`config.mk`:
```
export PLATFORM = sky130hd
export DESIGN_NAME = jump_unit
export DESIGN_NICKNAME = d
export VERILOG_FILES = /design/src/rtl/jump_pkg.sv /design/src/rtl/ras_stack.sv /design/src/rtl/jump_unit.sv
export SDC_FILE = /design/constraint.sdc
export NUM_CORES = 1
export LEC_CHECK = 0
export ABC_AREA = 1
export CORE_MARGIN = 2
export CORE_UTILIZATION = 25
export CTS_CLUSTER_SIZE = 25
export DETAILED_ROUTE_END_ITERATION = 16
export PLACE_DENSITY_LB_ADDON = 0.05
export SYNTH_ARGS = -nofsm -noshare
export SYNTH_HDL_FRONTEND = slang
export SYNTH_SLANG_ARGS = --single-unit
export TNS_END_PERCENT = 30
```
`constraint.sdc`:
```
create_clock -name clock -period 1.2 [get_ports clock]
set_input_delay 0.18 -clock clock [delete_from_list [all_inputs] [get_ports clock]]
set_output_delay 0.18 -clock clock [all_outputs]
set_load 0.02 [all_outputs]
```
`src/rtl/jump_pkg.sv`:
```
// Shared constants and decode helper for the jump-resolution unit and its return-address stack.
package jump_pkg;

  localparam logic [5:0] OP_RTYPE = 6'b000000;
  localparam logic [5:0] OP_J     = 6'b000010;
  localparam logic [5:0] OP_JAL   = 6'b000011;
  localparam logic [5:0] FN_JR    = 6'b001000;
  localparam logic [5:0] FN_JALR  = 6'b001001;
  localparam logic [4:0] RA_IDX   = 5'd31;

  typedef enum logic [2:0] {
    JK_NONE,
    JK_J,
    JK_JAL,
    JK_JR,
    JK_JALR
  } jump_kind_e;

  // Stack pointer width; a one-bit floor keeps degenerate depths legal.
  function automatic int ptr_w(input int depth);
    return (depth > 1) ? $clog2(depth) : 1;
  endfunction

  function automatic jump_kind_e decode_jump(input logic vld, input logic [5:0] op,
                                             input logic [5:0] fn);
    if (!vld)                          return JK_NONE;
    if (op == OP_J)                    return JK_J;
    if (op == OP_JAL)                  return JK_JAL;
    if (op == OP_RTYPE && fn == FN_JR)   return JK_JR;
    if (op == OP_RTYPE && fn == FN_JALR) return JK_JALR;
    return JK_NONE;
  endfunction

endpackage

```
`src/rtl/ras_stack.sv`:
```
// Circular return-address stack: push overwrites the oldest entry when full,
// simultaneous pop+push replaces the top in place.
module ras_stack
  import jump_pkg::*;
#(
  parameter int WIDTH     = 32,
  parameter int RAS_DEPTH = 8
) (
  input  logic             clock,
  input  logic             reset,
  input  logic             push,
  input  logic             pop,
  input  logic [WIDTH-1:0] push_data,
  output logic [WIDTH-1:0] pop_data,
  output logic             pop_valid,
  output logic             empty,
  output logic             full
);

  localparam int PW = ptr_w(RAS_DEPTH);
  localparam int CW = $clog2(RAS_DEPTH + 1);

  logic [WIDTH-1:0] mem [RAS_DEPTH];
  logic [PW-1:0]    top;
  logic [PW-1:0]    top_m1;
  logic [CW-1:0]    count;

  // top points at the next free slot; the live top entry sits one below it.
  assign top_m1    = top - PW'(1);
  assign empty     = (count == '0);
  assign full      = (count == CW'(RAS_DEPTH));
  assign pop_valid = pop && !empty;
  assign pop_data  = mem[top_m1];

  always_ff @(posedge clock) begin
    if (reset) begin
      top   <= '0;
      count <= '0;
    end else if (pop_valid && push) begin
      top   <= top;
      count <= count;
    end else if (pop_valid) begin
      top   <= top_m1;
      count <= count - CW'(1);
    end else if (push) begin
      top   <= top + PW'(1);
      if (!full) count <= count + CW'(1);
    end
  end

  // Contents need no reset; occupancy alone defines what is live.
  always_ff @(posedge clock) begin
    if (!reset) begin
      if (pop_valid && push) mem[top_m1] <= push_data;
      else if (push && !pop_valid) mem[top] <= push_data;
    end
  end

endmodule

```
`src/rtl/jump_unit.sv`:
```
// Resolves J/JAL/JR/JALR into a registered redirect and link write.
// Define JUMP_UNIT_RAS_EN to build in the return-address stack predictor.
module jump_unit
  import jump_pkg::*;
#(
  parameter int WIDTH     = 32,
  parameter int RAS_DEPTH = 8
) (
  input  logic             clock,
  input  logic             reset,
  input  logic             valid,
  input  logic [5:0]       opcode,
  input  logic [5:0]       func,
  input  logic [4:0]       rs_idx,
  input  logic [25:0]      instr_index,
  input  logic [WIDTH-1:0] rs_data,
  input  logic [WIDTH-1:0] pc_plus4,
  output logic             jump_taken,
  output logic [WIDTH-1:0] jump_target,
  output logic             link_write,
  output logic [WIDTH-1:0] link_addr,
  output logic             ras_valid,
  output logic [WIDTH-1:0] ras_predict,
  output logic             ras_mispredict,
  output logic             ras_empty,
  output logic             ras_full
);

  jump_kind_e       kind;
  logic             is_abs, is_reg, taken, link, ret, push;
  logic [WIDTH-1:0] abs_tgt, tgt;

  assign kind   = decode_jump(valid, opcode, func);
  assign is_abs = (kind == JK_J)  || (kind == JK_JAL);
  assign is_reg = (kind == JK_JR) || (kind == JK_JALR);
  assign taken  = is_abs || is_reg;
  assign link   = (kind == JK_JAL) || (kind == JK_JALR);
  assign ret    = is_reg && (rs_idx == RA_IDX);
  // Every linking jump pushes; JALR $ra also pops, which the stack turns into a top replace.
  assign push   = link;

  if (WIDTH > 28) begin : g_region
    assign abs_tgt = {pc_plus4[WIDTH-1:28], instr_index, 2'b00};
  end else begin : g_noregion
    assign abs_tgt = {instr_index, 2'b00};
  end

  assign tgt = is_abs ? abs_tgt : rs_data;

  always_ff @(posedge clock) begin
    if (reset) begin
      jump_taken  <= 1'b0;
      jump_target <= '0;
      link_write  <= 1'b0;
      link_addr   <= '0;
    end else begin
      jump_taken  <= taken;
      jump_target <= taken ? tgt : '0;
      link_write  <= link;
      link_addr   <= link ? pc_plus4 : '0;
    end
  end

`ifdef JUMP_UNIT_RAS_EN
  logic [WIDTH-1:0] pop_data;
  logic             pop_valid;

  ras_stack #(.WIDTH(WIDTH), .RAS_DEPTH(RAS_DEPTH)) u_ras (
    .clock     (clock),
    .reset     (reset),
    .push      (push),
    .pop       (ret),
    .push_data (pc_plus4),
    .pop_data  (pop_data),
    .pop_valid (pop_valid),
    .empty     (ras_empty),
    .full      (ras_full)
  );

  always_ff @(posedge clock) begin
    if (reset) begin
      ras_valid      <= 1'b0;
      ras_predict    <= '0;
      ras_mispredict <= 1'b0;
    end else begin
      ras_valid      <= pop_valid;
      ras_predict    <= pop_valid ? pop_data : '0;
      ras_mispredict <= pop_valid && (pop_data != rs_data);
    end
  end
`else
  logic unused_ras;
  assign unused_ras     = ^{ret, push};
  assign ras_valid      = 1'b0;
  assign ras_predict    = '0;
  assign ras_mispredict = 1'b0;
  assign ras_empty      = 1'b1;
  assign ras_full       = 1'b0;
`endif

endmodule
```
## Word-level counts from Yosys, hierarchy flattened

Index checks and enable logic that the tools add are counted.

| storage, ports and cells | value |
|---|---|
| bits of input ports | 110 |
| flip-flop bits (word level) | 66 |
| output and inout port bits | 102 |
| word-level logic and storage cells | 50 |

| operators by class | value |
|---|---|
| mux-type cells | 25 |
| bitwise operators | 2 |
| equality and inequality tests | 8 |
| reductions and logical operators | 10 |

Operators with widths:

| cell | count |
|---|---|
| $mux W32 | 1 |
| $mux W3 | 10 |
| $mux W1 | 14 |
| $eq A6 B2 Y1 const B | 2 |
| $eq A6 B4 Y1 const B | 2 |
| $eq A3 B2 Y1 const B | 2 |
| $logic_not A6 Y1 | 1 |
| $logic_or A1 B1 Y1 | 4 |
| $reduce_or A2 Y1 | 2 |
| $eq A3 B1 Y1 const B | 1 |
| $eq A3 B3 Y1 const B | 1 |
| $reduce_or A3 Y1 | 1 |
| $logic_and A1 B1 Y1 | 2 |
| $not A1 Y1 | 2 |

## Depth between registers and ports, before layout

| depth | value |
|---|---|
| depth in word-level cells | 22 |
| gate-level depth with buffers | 11 |
| mapped depth without buffers | 10 |

## Least setup slack after synthesis

No wires, ideal clock.

| timing path | value |
|---|---|
| path type | input to register |
| start point | input port opcode[3] |
| end point | register jump_target[2] |
| stages | 10 |
| buffers on the path | 2 |
| library setup time | 0.054 ns |
| setup slack | 0.039 ns |
| data arrival time | 1.106 ns |
| cell sequence | nor2_1 > nand2_1 > or2_1 > buf_2 > nand2_2 > nand2_4 > nand2_4 > buf_6 > nand2_1 > inv_2 |

| on the way | value |
|---|---|
| cells in the longest elaborated chain, start to end | 17 |

Ends and longest elaborated chain:

| what | RTL line | source |
|---|---|---|
| start, declared | jump_unit.sv:12 | `input logic [5:0] opcode,` |
| $logic_not A6 Y1 | jump_pkg.sv:29, jump_pkg.sv:30 |  |
| $logic_and A1 B1 Y1 | jump_pkg.sv:30 | `if (op == OP_RTYPE && fn == FN_JALR) return JK_JALR;` |
| $mux W1 (2 in a row) | jump_pkg.sv:30 |  |
| $mux W1 | jump_pkg.sv:29 | `if (op == OP_RTYPE && fn == FN_JR) return JK_JR;` |
| $mux W1 | jump_pkg.sv:28 | `if (op == OP_JAL) return JK_JAL;` |
| $mux W1 | jump_pkg.sv:27 | `if (op == OP_J) return JK_J;` |
| $mux W3 | jump_pkg.sv:31 | `return JK_NONE;` |
| $mux W3 | jump_pkg.sv:30 |  |
| $mux W3 | jump_pkg.sv:29 |  |
| $mux W3 (*) | jump_pkg.sv:28 |  |
| $mux W3 (*) | jump_pkg.sv:27 |  |
| $eq A3 B1 Y1, or another cell as far along | jump_unit.sv:34 | `assign is_abs = (kind == JK_J) \|\| (kind == JK_JAL);` |
| $logic_or A1 B1 Y1, on equally long branches | jump_unit.sv:34, jump_unit.sv:35 |  |
| $logic_or A1 B1 Y1 | jump_unit.sv:36 | `assign taken = is_abs \|\| is_reg;` |
| $not A1 Y1 (no line) | n/a |  |
| $reduce_or A2 Y1 (no line) | n/a |  |
| end signal, assigned | jump_unit.sv:58 | `jump_target <= taken ? tgt : '0;` |
| end, declared | jump_unit.sv:19 | `output logic [WIDTH-1:0] jump_target,` |

Mark *: on every way between the ends. The rest lies on a longest branch, timed or not. The select of a mux whose other input is x is not followed.
A chain may end at the register's enable or synchronous reset.

## Worst setup path after layout

| timing path | value |
|---|---|
| start point | register jump_target[10] |
| end point | output port jump_target[10] |

No word-level cell between the ends.

==> flow_summary.ini <==
[power]
power.density_nw_per_um2 = 997
p_leak_nw = 2.75
max-vdd-ir-drop_uv = 542
finalPower_mw = 4.90

[die]
io-pin-count = 212
core_area_um2 = 10700
die_area_um2 = 11700
num_rows = 38
start_util_pct = 25.3
die_x_um = 108
die_h_um = 108

[logic_synthesis]
synth-xor-area-share_pct = 0
syn_area_um2 = 2720
yosys.area_share.simple_pct = 27.6
synth_top_family_by_area = simple AND/OR/NAND/NOR gates
async_flop_share_pct = 0
yosys-top-cells-area = dfxtp_1 49%, nand2_1 13%, buf_4 11%
synth_edf_count = 0
synth_compound_area_share_pct = 0
synthMuxAreaShare_pct = 0
synth_top_area_cell = dfxtp_1
ys_ff_latch = 66
yosysSeqAreaShare_pct = 48.6
synth_flop_cell = dfxtp_1
yosysMostFrequentCell = nand2_1
synth_area_per_cell_um2 = 7.33
yosysWarnings = 0
synth_top_area_share_pct = 48.6
synth_commonest_cells = 97 x nand2_1, 66 x dfxtp_1, 66 x inv_1
yosysUniqueCellTypes = 17
synthAdderAreaFrac_pct = 0
synth_cells = 371

[setup_path]
cp.depth = 1
critical_path_required_ns = 1.02
crit_arrival_ns = 0.98
path_max_fanout = 1
worst_path_max_delay_cell = dlygate4sd2_1
crit_path_end_kind = output port
cp_num_buf_inv = 1
critPathTopFamily = buffers and inverters
critPathKind = register to output port
start_kind = register
path_cells = dlygate4sd2_1
critical_path.max_stage_delay_ns = 0.34

[clocking]
cts_tree = done
cts_root_buf = clkbuf_8
cts-buffers-inserted = 9
cts.sinks = 66
clkTransAtPathRegs_ns = 0.08
cts_buffer_depth = 2
cts-htree-levels = 3

[final_layout]
filler_cell_count = 1136
nNetsFinal = 664
layout-drive-gt1-share_pct = 11.3
area_growth_pct = 81.0
stdcell_count = 700

[hold_path]
hold_class = input pin to register
hold_path_depth = 3

[timing]
period_minus_slack_ns = 1.16
finalCritPeriodShare_pct = 96.6
rsz0062_at_grt = yes
max_freq_mhz = 862
finalSetupViolCount = 0
finalHoldViolCount = 0
slew_violations = 0

[routing]
drc_errors = 0
antenna_left = 0
drt_wl_total_um = 8090
initialDrtViolationCount = 77
viasPerCell = 3.76
vias = 2631
wl_per_cell_um = 11.6
first_pass_iters = 5

[grt]
antenna_found_initial = 1
grt_pass1_vias = 2306
overflow = 0
grt_max_degree = 34
grt_pass1_wl_um = 11400
grtUsageTotal_pct = 12.7

[run]
maxCapViolCount = 0

[place]
dp.cells = 676
dpl.hpwl_um = 5870
port-buffer-count = 170
gp_congestion = 0.715

[status]
status = finished, final reports clean
[sequential cells by signal, summed over array words and instances (netlist names)]
signal,count
jump_target,32
jump_taken,1
link_addr,32
link_write,1
[layer usage]
metal | global-route usage (%) | up-vias | wire [µm]
met5 | 0 | - | 0
met4 | 3.85 | 0 | 85
met1 | 15.3 | 1138 | 3640
met2 | 21.1 | 123 | 3630
met3 | 4.88 | 7 | 737
li1 | - | 1363 | -
[stage by stage]
step | hold slack, ns | setup slack [ns] | TNS [ns] | instance area, µm² | util, %
final | 0.356 | 0.0402 | 0 | 4920 | 45.8
after detailed placement | 0.707 | -0.530 | -30.48 | 4520 | 42.1
after global placement | 0.705 | -0.533 | -29.32 | 4520 | 42.1
after global routing | 0.332 | -0.0114 | -0.0136 | 4920 | 45.8
after CTS | 0.334 | -0.149 | -3.97 | 4680 | 43.5
after floorplan | 0.292 | 0.0392 | 0 | 2850 | -
[final cells by class]
class	count	area, µm²	share of cell area (%)
antenna	1	2.50	0.0509
inverter	71	267	5.42
timing repair buffer	190	1980	40.3
clock inverter	6	90.1	1.83
clock buffer	10	138	2.80
tap	140	175	3.56
multi-input combinational	216	945	19.2
sequential	66	1320	26.9
[power breakdown]
part / internal [mW] / leakage (nW) / total, mW / switching, mW
combinational: 0.362 / 2.11 / 0.603 / 0.240
clock: 1.23 / 0.112 / 2.10 / 0.873
sequential: 2.19 / 0.532 / 2.20 / 0.00151
total: 3.79 / 2.75 / 4.90 / 1.12
[timing repair]
item | in CTS | in global routing
pin swaps | 2 | 20
hold buffers | 0 | 0
gates resized for setup | 73 | 70
gates cloned | 0 | 5
endpoints found under the setup margin | 132 | 105
buffers inserted | 0 | 2
[layout by cell type (no fill, tap or decap)]
master           netlist  layout
bufinv_16              0       2
or2_1                  2       1
clkbuf_16              0       4
clkdlybuf4s50_1        0      91
dlymetal6s2s_1         0      13
clkdlybuf4s15_1        0      36
clkinv_4               0       2
nand4_1                1       1
nand2_8                0       2
dfxtp_1               66      66
clkinvlp_4             0       1
nand3_1               32      32
or2_2                  1       1
inv_2                  5       6
conb_1                 2      36
nand3b_1               1       1
buf_4                 39       8
nand2_4                2       3
clkbuf_8               0      10
buf_6                  3       2
nor2_1                42      39
inv_1                 66      65
clkinv_2               0       1
or2_4                  0       1
dlygate4sd2_1          0      25
nand2_2                2       6
clkbuf_2               0       5
nor2_2                 0       3
buf_12                 0       6
diode_2                0       1
nand2_1               97      90
[cells by family after synthesis]
| group | after synthesis |
|---|---|
| buffers and inverters | 123 |
| other | 2 |
| AND/OR/NAND/NOR | 180 |
| flip-flops | 66 |
[final timing paths]
check	start	end
max	jump_target[10]$_SDFF_PP0_	jump_target[10]
min	pc_plus4[2]	link_addr[2]$_SDFF_PP0_
(Power assumes the default switching activity.)
==> variant: new RTL, same settings <==
The option `JUMP_UNIT_RAS_EN` is turned on by a define.
--- a/src/rtl/jump_unit.sv
+++ b/src/rtl/jump_unit.sv
@@ -1,5 +1,7 @@
 // Resolves J/JAL/JR/JALR into a registered redirect and link write.
 // Define JUMP_UNIT_RAS_EN to build in the return-address stack predictor.
+`define JUMP_UNIT_RAS_EN
+
 module jump_unit
   import jump_pkg::*;
 #(
Check against the original RTL: not equivalent (a bounded check fails within 4 cycles, from zero or initial values and one cycle with reset high).
==> variant against the unedited design <==
The run now ends with setup timing left; setup slack lost 1.1 ns; clock power rose to 6.8 times the old value; final area rose to 4.7 times the old value; synthesized cell count increased to 4.3 times the old value; maximum frequency shrank 48%; sequential power increased to 6.1 times the old value; area after synthesis increased to 5.5 times the old value; sequential cell count is 297 higher; non-clock buffer count increased by 251; routed wire length rose to 6.2 times the old value; power grew to 5.9 times the old value; critical path type is now flop to flop; largest power group is now clock.
==> variant: results (changes against the unedited design) <==
| Metric | Value |
|---|---|
| Status | `finished, violations left` |
| Failing checks | `setup timing` |
| Slack of the critical path | `-1.05 ns (-1.09 ns)` |
| Hold Worst Slack | `0.142 ns (-0.214 ns)` |
| Family with the most delay on the worst path | `simple AND/OR/NAND/NOR gates` |
| Most frequent cells after synthesis | `nand2_1, inv_1, edfxtp_1` |
| Clock Path Buffers | `3 (+1)` |
| Setup bufs post-CTS | `25 (+25)` |
| Max VDD drop | `0.931 mV (+72%)` |
| DR iter-0 viols | `592 (+670%)` |
| Clock Power | `14.3 mW (+580%)` |
| Max FO, Critical Path | `10 (+9)` |
| Cells after Synth | `1601 (+330%)` |
| Adder-Cell Fraction of Synth Area | `0.714% (+0.71 points)` |
| WS Path Type | `flop to flop` |
| Synth Area in Compound Gates | `2.10% (+2.1 points)` |
| Total track usage | `15.7% (+3.0 points)` |
| Vias | `11800 (+350%)` |
| CP startpoint | `u_ras.count[1]` |
| Largest net degree at the start of global routing | `51 (+50%)` |
| Hold_sp | `instr_index[16]` |
| Leak | `10.0 nW (+260%)` |
| # diodes | `0 (-1)` |
| Final setup vio count | `400 (+400)` |
| # placed instances | `2716 (+300%)` |
| Setup_tns | `-295.32 ns (-295.32 ns)` |
| DRT Pass-1 Iters | `4 (-1)` |
| PortBufs | `211 (+24%)` |
| Num CTS Buffers | `46 (+37)` |
## variant: through the flow
| step | total power, mW | cell area (um2) | setup slack [ns] |
|---|---|---|---|
| 2_1_floorplan | 14.0 | 15300 | -1.35 |
| 3_3_place_gp | 15.0 | 19900 | -1.76 |
| 3_5_place_dp | 15.0 | 19900 | -1.74 |
| 4_1_cts | 29.6 | 22300 | -1.04 |
| 5_1_grt | 30.2 | 23000 | -1.17 |
| 6_report | 29.1 | 23000 | -1.05 |
## variant: cell type report
| class | instances | area share, % |
|---|---|---|
| sequential | 363 | 43.1 |
| clock inverter | 27 | 1.35 |
| clock buffer | 59 | 5.44 |
| timing repair buffer | 441 | 21.2 |
| tap | 782 | 4.25 |
| inverter | 275 | 4.50 |
| multi-input combinational | 899 | 20.2 |
## variant: routing by layer
metal / share of wire (%) / track usage [%] / vias to the layer above
met1: 48 / 21.6 / 5602
met2: 47 / 25.8 / 203
li1: - / - / 5910
met4: 1.5 / 3.89 / 0
met5: 0 / 0 / -
met3: 3.7 / 2.49 / 52
